File: config.mk
export PLATFORM = sky130hd
export DESIGN_NAME = v35_int_ack_seq_flat
export DESIGN_NICKNAME = d
export VERILOG_FILES = /design/src/rtl/v35_int_ack_seq_if.sv /design/src/rtl/v35_int_ack_seq.sv /design/src/flat_wrapper.sv
export SDC_FILE = /design/constraint.sdc
export NUM_CORES = 1
export LEC_CHECK = 0
export ABC_AREA = 1
export CORE_MARGIN = 2
export CORE_UTILIZATION = 49
export CTS_CLUSTER_SIZE = 28
export DETAILED_ROUTE_END_ITERATION = 6
export PLACE_DENSITY = 0.85
export SETUP_SLACK_MARGIN = 0.02
export SYNTH_ARGS = -nofsm -noshare
export SYNTH_HDL_FRONTEND = slang
export SYNTH_SLANG_ARGS = --single-unit
File: constraint.sdc
create_clock -name clk -period 3.4 [get_ports clk]
set_input_delay 0.68 -clock clk [delete_from_list [all_inputs] [get_ports clk]]
set_output_delay 0.68 -clock clk [all_outputs]
set_load 0.02 [all_outputs]
File: src/rtl/v35_int_ack_seq_if.sv
// Word-read bus between the interrupt acknowledge sequencer and the bus unit.
// The sequencer is the master; the bus unit answers with mem_ready/mem_rdata.
interface v35_int_ack_seq_if;
    logic        mem_req;
    logic [19:0] mem_addr;
    logic        mem_ready;
    logic [15:0] mem_rdata;

    modport master (
        output mem_req,
        output mem_addr,
        input  mem_ready,
        input  mem_rdata
    );

    modport slave (
        input  mem_req,
        input  mem_addr,
        output mem_ready,
        output mem_rdata
    );
endinterface

File: src/rtl/v35_int_ack_seq.sv
// V35-style interrupt acknowledge sequencer: two int_ack pulses, vector latch,
// then two word reads (IP, CS) from the real-mode vector table.
module v35_int_ack_seq #(
    parameter int unsigned ACK_LEN = 2,
    parameter int unsigned ACK_GAP = 1
) (
    input  logic                     clk,
    input  logic                     reset_n,
    input  logic                     ce,
    input  logic                     boundary,
    input  logic                     int_req,
    output logic                     int_ack,
    input  logic [7:0]               int_vector,
    output logic                     busy,
    v35_int_ack_seq_if.master        mem,
    output logic                     vec_valid,
    output logic [15:0]              new_ip,
    output logic [15:0]              new_cs,
    output logic [7:0]               vector_out
);

    typedef enum logic [2:0] {
        IDLE,
        ACK1,
        GAP,
        ACK2,
        RD_IP,
        RD_CS,
        DONE
    } state_t;

    // The dwell counter counts down to zero, so it is loaded with length minus one.
    localparam logic [3:0] LEN_LOAD = 4'(ACK_LEN - 1);
    localparam logic [3:0] GAP_LOAD = 4'(ACK_GAP - 1);

    state_t      state_q, state_d;
    logic [3:0]  cnt_q, cnt_d;
    logic        int_ack_q, int_ack_d;
    logic        busy_q, busy_d;
    logic        mem_req_q, mem_req_d;
    logic [19:0] mem_addr_q, mem_addr_d;
    logic        vec_valid_q, vec_valid_d;
    logic [15:0] new_ip_q, new_ip_d;
    logic [15:0] new_cs_q, new_cs_d;
    logic [7:0]  vector_out_q, vector_out_d;

    function automatic logic [19:0] vecTableAddr(input logic [7:0] vec);
        return {10'b0, vec, 2'b00};
    endfunction

    // Outputs are computed for the state being entered, so every output is a flop.
    always_comb begin
        state_d      = state_q;
        cnt_d        = cnt_q;
        int_ack_d    = int_ack_q;
        busy_d       = busy_q;
        mem_req_d    = mem_req_q;
        mem_addr_d   = mem_addr_q;
        vec_valid_d  = vec_valid_q;
        new_ip_d     = new_ip_q;
        new_cs_d     = new_cs_q;
        vector_out_d = vector_out_q;

        if (ce) begin
            unique case (state_q)
                IDLE: begin
                    if (boundary && int_req) begin
                        state_d   = ACK1;
                        cnt_d     = LEN_LOAD;
                        int_ack_d = 1'b1;
                        busy_d    = 1'b1;
                    end
                end
                ACK1: begin
                    if (cnt_q == 4'd0) begin
                        state_d   = GAP;
                        cnt_d     = GAP_LOAD;
                        int_ack_d = 1'b0;
                    end else begin
                        cnt_d = cnt_q - 4'd1;
                    end
                end
                GAP: begin
                    if (cnt_q == 4'd0) begin
                        state_d   = ACK2;
                        cnt_d     = LEN_LOAD;
                        int_ack_d = 1'b1;
                    end else begin
                        cnt_d = cnt_q - 4'd1;
                    end
                end
                ACK2: begin
                    // The vector is taken straight off the bus here because vector_out_q
                    // only updates at this same edge.
                    if (cnt_q == 4'd0) begin
                        state_d      = RD_IP;
                        cnt_d        = 4'd0;
                        int_ack_d    = 1'b0;
                        vector_out_d = int_vector;
                        mem_req_d    = 1'b1;
                        mem_addr_d   = vecTableAddr(int_vector);
                    end else begin
                        cnt_d = cnt_q - 4'd1;
                    end
                end
                RD_IP: begin
                    if (mem_req_q && mem.mem_ready) begin
                        state_d   = RD_CS;
                        cnt_d     = 4'd0;
                        new_ip_d  = mem.mem_rdata;
                        mem_req_d = 1'b0;
                    end
                end
                RD_CS: begin
                    // First cycle here is the mandatory idle bus cycle between the reads.
                    if (!mem_req_q) begin
                        mem_req_d  = 1'b1;
                        mem_addr_d = vecTableAddr(vector_out_q) + 20'd2;
                    end else if (mem.mem_ready) begin
                        state_d     = DONE;
                        cnt_d       = 4'd0;
                        new_cs_d    = mem.mem_rdata;
                        mem_req_d   = 1'b0;
                        vec_valid_d = 1'b1;
                    end
                end
                DONE: begin
                    state_d     = IDLE;
                    cnt_d       = 4'd0;
                    vec_valid_d = 1'b0;
                    busy_d      = 1'b0;
                end
                default: begin
                    state_d = IDLE;
                    cnt_d   = 4'd0;
                end
            endcase
        end
    end

    always_ff @(posedge clk or negedge reset_n) begin
        if (!reset_n) begin
            state_q      <= IDLE;
            cnt_q        <= 4'd0;
            int_ack_q    <= 1'b0;
            busy_q       <= 1'b0;
            mem_req_q    <= 1'b0;
            mem_addr_q   <= 20'd0;
            vec_valid_q  <= 1'b0;
            new_ip_q     <= 16'd0;
            new_cs_q     <= 16'd0;
            vector_out_q <= 8'd0;
        end else begin
            state_q      <= state_d;
            cnt_q        <= cnt_d;
            int_ack_q    <= int_ack_d;
            busy_q       <= busy_d;
            mem_req_q    <= mem_req_d;
            mem_addr_q   <= mem_addr_d;
            vec_valid_q  <= vec_valid_d;
            new_ip_q     <= new_ip_d;
            new_cs_q     <= new_cs_d;
            vector_out_q <= vector_out_d;
        end
    end

    assign int_ack      = int_ack_q;
    assign busy         = busy_q;
    assign mem.mem_req  = mem_req_q;
    assign mem.mem_addr = mem_addr_q;
    assign vec_valid    = vec_valid_q;
    assign new_ip       = new_ip_q;
    assign new_cs       = new_cs_q;
    assign vector_out   = vector_out_q;

endmodule

File: src/flat_wrapper.sv
// flat-port wrapper written by rule: the top's interface ports become plain ports
module v35_int_ack_seq_flat 
#(
    parameter int unsigned ACK_LEN = 2,
    parameter int unsigned ACK_GAP = 1
)
  (clk, reset_n, ce, boundary, int_req, int_ack, int_vector, busy, vec_valid, new_ip, new_cs, vector_out, mem_mem_req, mem_mem_addr, mem_mem_ready, mem_mem_rdata);
  v35_int_ack_seq_if mem_i ();
  input  logic clk;
  input  logic reset_n;
  input  logic ce;
  input  logic boundary;
  input  logic int_req;
  output logic int_ack;
  input  logic [7:0] int_vector;
  output logic busy;
  output logic vec_valid;
  output logic [15:0] new_ip;
  output logic [15:0] new_cs;
  output logic [7:0] vector_out;
  output wire logic [$bits(mem_i.mem_req)-1:0] mem_mem_req;
  output wire logic [$bits(mem_i.mem_addr)-1:0] mem_mem_addr;
  input wire logic [$bits(mem_i.mem_ready)-1:0] mem_mem_ready;
  input wire logic [$bits(mem_i.mem_rdata)-1:0] mem_mem_rdata;
  assign mem_mem_req = mem_i.mem_req;
  assign mem_mem_addr = mem_i.mem_addr;
  assign mem_i.mem_ready = mem_mem_ready;
  assign mem_i.mem_rdata = mem_mem_rdata;
  v35_int_ack_seq #(.ACK_LEN(ACK_LEN), .ACK_GAP(ACK_GAP)) u_core (.clk(clk), .reset_n(reset_n), .ce(ce), .boundary(boundary), .int_req(int_req), .int_ack(int_ack), .int_vector(int_vector), .busy(busy), .mem(mem_i), .vec_valid(vec_valid), .new_ip(new_ip), .new_cs(new_cs), .vector_out(vector_out));
endmodule
# --- Word level (Yosys, flattened, before mapping) ---
# Cells that the tools add are included.
totals:
  reg_bits: 71
  latch_bits: 0
  mem_bits_rw: 0
  romBits: 0
  in_bits: 30
  output_inout_bits: 64
  word_cells: 77
  memories: 0
op_classes:
  add_sub_neg: 2
  mul: 0
  div: 0
  n_lt_le_gt_ge: 0
  n_eq_ne: 15
  shift: 0
  n_mux: 30
  n_bitwise: 0
  reduce_logical: 20
ops:
  columns: ["operator", "n"]
  rows:
  - ["two-way mux 20 bit", 2]
  - ["one-hot mux 20 bit (2 select lines)", 1]
  - ["two-way mux 4 bit", 6]
  - ["two-way mux 3 bit", 7]
  - ["one-hot mux 4 bit (5 select lines)", 1]
  - ["one-hot mux 3 bit (6 select lines)", 1]
  - ["AND reduction 4 bit", 4]
  - ["!= test 2 x 1 -> 1 bit, second input constant", 7]
  - ["adder 10 x 2 -> 11 bit, second input constant", 1]
  - ["AND reduction 5 bit", 2]
  - ["== test 3 bit, second input constant", 3]
  - ["AND reduction 3 bit", 3]
  - ["two-way mux 1 bit", 8]
  - ["AND reduction 8 bit", 1]
  - ["== test 3 x 2 -> 1 bit, second input constant", 2]
  - ["one-hot mux 1 bit (3 select lines)", 2]
  - ["nonzero test 2 bit", 3]
  - ["nonzero test 3 bit", 2]
  - ["logical NOT 4 bit", 1]
  - ["!= test 2 bit, second input constant", 2]
  - ["one-hot mux 1 bit (2 select lines)", 2]
  - ["subtractor 4 x 1 -> 4 bit, second input constant", 1]
  - ["== test 3 x 1 -> 1 bit, second input constant", 1]
  - ["logical NOT 3 bit", 1]
  - ["other kinds (2)", 3]

# --- Logic depth before layout (Yosys ltp) ---
logic_depth:
  word_depth: 4
  ltp_mapped: 8
  mapped_depth_nobuf: 7

# --- Worst setup path after synthesis ---
# OpenSTA, ideal clock, no wires.
synth_timing:
  path_type: "input to register"
  from: "input ce"
  to: "register u_core.new_ip_q[10], in the netlist u_core.new_ip[10]"
  setup_time_ns: 0.126
  t_arrival_ns: 1.470
  required_ns: 3.274
  slack_ns: 1.804
  path_stages: 5
  path_buffers: 2
  path_cell_list: "buf_4 > inv_2 > nor4_4 > clkbuf_2 > o21ai_0"
synth_between:
  elab_chain_len: 1
synth_lines:
  columns: ["item", "line", "source"]
  rows:
  - ["start, declared", "flat_wrapper.sv:11", "input logic ce;"]
  - ["AND reduction 3 bit (no source line)", null, null]
  - ["end signal, assigned", "v35_int_ack_seq.sv:161", "new_ip_q <= new_ip_d;"]
  - ["end, declared", "v35_int_ack_seq.sv:43", "logic [15:0] new_ip_q, new_ip_d;"]
# Every way passes these cells.
# A chain may end at the register's enable or synchronous reset.

# --- Final worst setup path ---
layout_timing:
  from: "input ce"
  to: "register u_core.vec_valid_q, in the netlist u_core.vec_valid"
layout_between:
  elab_chain_len: 1
layout_lines:
  columns: ["item", "line", "source"]
  rows:
  - ["AND reduction 4 bit (no source line)", null, null]
  - ["end signal, assigned", "v35_int_ack_seq.sv:160", "vec_valid_q <= vec_valid_d;"]
  - ["end, declared", "v35_int_ack_seq.sv:42", "logic vec_valid_q, vec_valid_d;"]
# Every way passes these cells.

==> results by group <==
Floorplanning
  – # IOs: 94
  – Die Ht: 79.7 µm
  – Die W: 79.7 µm
  – Die area: 0.00635 mm²
  – Initial core utilization: 0.510
  – Core area: 0.00551 mm²
  – Row cnt: 27

Setup path
  – Startpoint type of the worst setup path: input port
  – Crit path max fanout: 17
  – CP Class: in2reg
  – Reg2reg start: u_core.state_q[1]$_DFFE_PN0P_
  – Setup slack, reg-to-reg: 1.43 ns
  – R2R Path End: u_core.vec_valid$_DFFE_PN0P_
  – Crit end category: flip-flop
  – Critical Path RT: 3.67 ns
  – Critical Path AT: 2.41 ns
  – Worst Reg2Reg Path Length in Cells: 7

Timing
  – Endpoints failing setup: 0
  – Setup Skew: 0.00564 ns
  – FMAX: 0.467 GHz
  – Setup TNS: 0 ns
  – Headroom to the max-slew limit: 0.547
  – Worst Tran Pin Value: 0.679 ns
  – Final hold violations: 0
  – Worst hold slack: 0.374 ns
  – Crit path time final: 2.14 ns
  – Final Max Slew Viols: 0
  – Fin crit share: 0.630
  – RSZ-0062 raised after global routing: no

Power
  – Worst vdd rail ir drop: 0.000539 V
  – PwrDens: 888 mW/mm²
  – Pleak: 1.85 nW

Global route
  – First-pass GRT wire length: 10600 µm
  – Total track usage: 0.220
  – Initial antenna violation count: 0
  – Gr ovfl total: 0
  – Number of global-route vias before repair: 2223
  – Largest net degree at the start of global routing: 33

Final layout
  – Final Util: 0.689
  – Area grow syn2layout: 35.1%
  – Commonest non-fill, non-tap cells in the layout: nand2_1, clkdlybuf4s50_1, dfrtp_1
  – Layout net count: 438
  – Commonest non-fill, non-tap cell in the layout: nand2_1
  – Final Non-Filler Cells: 483
  – Fraction of layout cells with a size suffix above 1: 0.102
  – # diodes: 0
  – Cell area after layout: 0.00379 mm²

CTS
  – CTS tree: built
  – Post-CTS setup buffers: 0
  – TritonCTS Buffers: 9
  – CTS sink cnt: 60
  – Clk_lat worst skew: 0.34 ns
  – Post-cts resize count: 0
  – H-tree lvl count: 3
  – Root Buffer: clkbuf_8
  – # hold bufs at CTS: 0
  – Clk pin slew, worst setup/hold paths: 0.07 ns
  – Bufs on Longest Clock Path: 2

Job
  – Max_cap viols: 0

Place
  – Port buffer count: 82
  – Hpwl dp: 4640 µm
  – Post-DP Area: 0.00360 mm²
  – Dpl cells: 467
  – Placer Congestion: 0.861

Run status
  – Status: complete, no violations

Synth
  – Sequential fraction of the synthesis area: 0.535
  – Yosys reg bits: 60
  – Number of synthesis warnings: 0
  – Post-synth cell types: 29
  – Syn Std Cell Area: 0.00281 mm²
  – Syn Inst Count: 323
  – Syn_area_per_cell: 8.69 µm²

Route
  – Initial DRC count: 180
  – DR vias: 2391
  – Drt drc: 0
  – Vias per inst: 4.95
  – WL/cell: 13.4 µm
  – Detailed-route wire length: 6480 µm
  – DR pass1 iterations: 6
  – Remaining antenna violation count: 0

Min path
  – Hold crit path type: in2async
## where the power goes
group	switching [mW]	total, mW	internal [mW]	leakage, nW
registers	0.183	1.17	0.989	0.742
clock network	0.283	0.641	0.358	0.100
logic	0.893	1.56	0.663	1.01
## sequential cells by signal (all words and copies together), names as in the netlist
signal and flops:
u_core.vector_out 8, u_core.vec_valid 1, u_core.new_cs 16, u_core.mem.mem_req 1
u_core.new_ip 16, u_core.mem.mem_addr 9, u_core.state_q 3, u_core.cnt_q 4
u_core.busy 1, u_core.int_ack 1
## stage by stage
stage / power (mW) / worst slack, ns
2_1_floorplan: 2.09 / 1.80
3_3_place_gp: 2.69 / 1.02
3_5_place_dp: 2.74 / 0.931
4_1_cts: 3.39 / 1.29
5_1_grt: 3.59 / 1.11
6_report: 3.37 / 1.26
## cell usage after synthesis, drive strengths merged
library cell | instances | share of area
nand4 | 3 | 0.0067
xor2 | 1 | 0.0031
clkbuf | 3 | 0.0045
inv | 35 | 0.047
nand2 | 107 | 0.14
a21oi | 3 | 0.0053
nor4 | 2 | 0.0098
buf | 19 | 0.055
o21a | 1 | 0.0027
ha | 2 | 0.0089
dfrtp | 60 | 0.53
conb | 1 | 0.0013
or2 | 4 | 0.0089
o31ai | 4 | 0.011
nand3 | 16 | 0.030
o21ai | 49 | 0.10
nor2 | 13 | 0.023
## how the worst max path moves through the flow
| stage | endpoint | start |
|---|---|---|
| 2_1_floorplan | u_core.new_ip[10]$_DFFE_PN0P_ | ce |
| 6_report | u_core.vec_valid$_DFFE_PN0P_ | ce |
| 3_5_place_dp | u_core.vec_valid$_DFFE_PN0P_ | ce |
| 3_3_place_gp | u_core.vec_valid$_DFFE_PN0P_ | ce |
| 5_1_grt | u_core.vec_valid$_DFFE_PN0P_ | ce |
| 4_1_cts | u_core.vec_valid$_DFFE_PN0P_ | ce |
## final cells by class
type / instances / area (µm²)
clock inverter: 4 / 48.8
multi-input combinational: 216 / 1040
tap: 72 / 90.1
fill: 428 / 1710
sequential: 60 / 1500
timing repair buffer: 84 / 831
inverter: 35 / 131
clock buffer: 12 / 145
## metal layers
layer  global-route usage  part of all wire  vias to the layer above
li1                     -                 -                     1167
met1                0.284              0.43                     1126
met2                0.341              0.49                       88
met3               0.0701             0.063                       10
met4               0.0948             0.018                        0
met5                    0                 0                        -
## critical path, cell delays in order
cell and delay (ns):
clkdlybuf4s50_1 0.75, inv_2 0.12, nor2_1 0.16, nand2_2 0.22, inv_2 0.30, nor2_1 0.08, nor2_1 0.10
## kinds of logic (layout without fill, tap and decap cells)
family	after synthesis	count (layout)	synth area share
XOR/XNOR	1	1	0.00312
buffers and inverters	57	135	0.106
flip-flops	60	60	0.535
other	1	11	0.00134
AND/OR/NAND/NOR	145	145	0.223
AO/OA/AOI/OAI	57	57	0.122
adder cells (fa/ha/maj)	2	2	0.00892
Note: power is estimated with default switching activity, not from simulation.
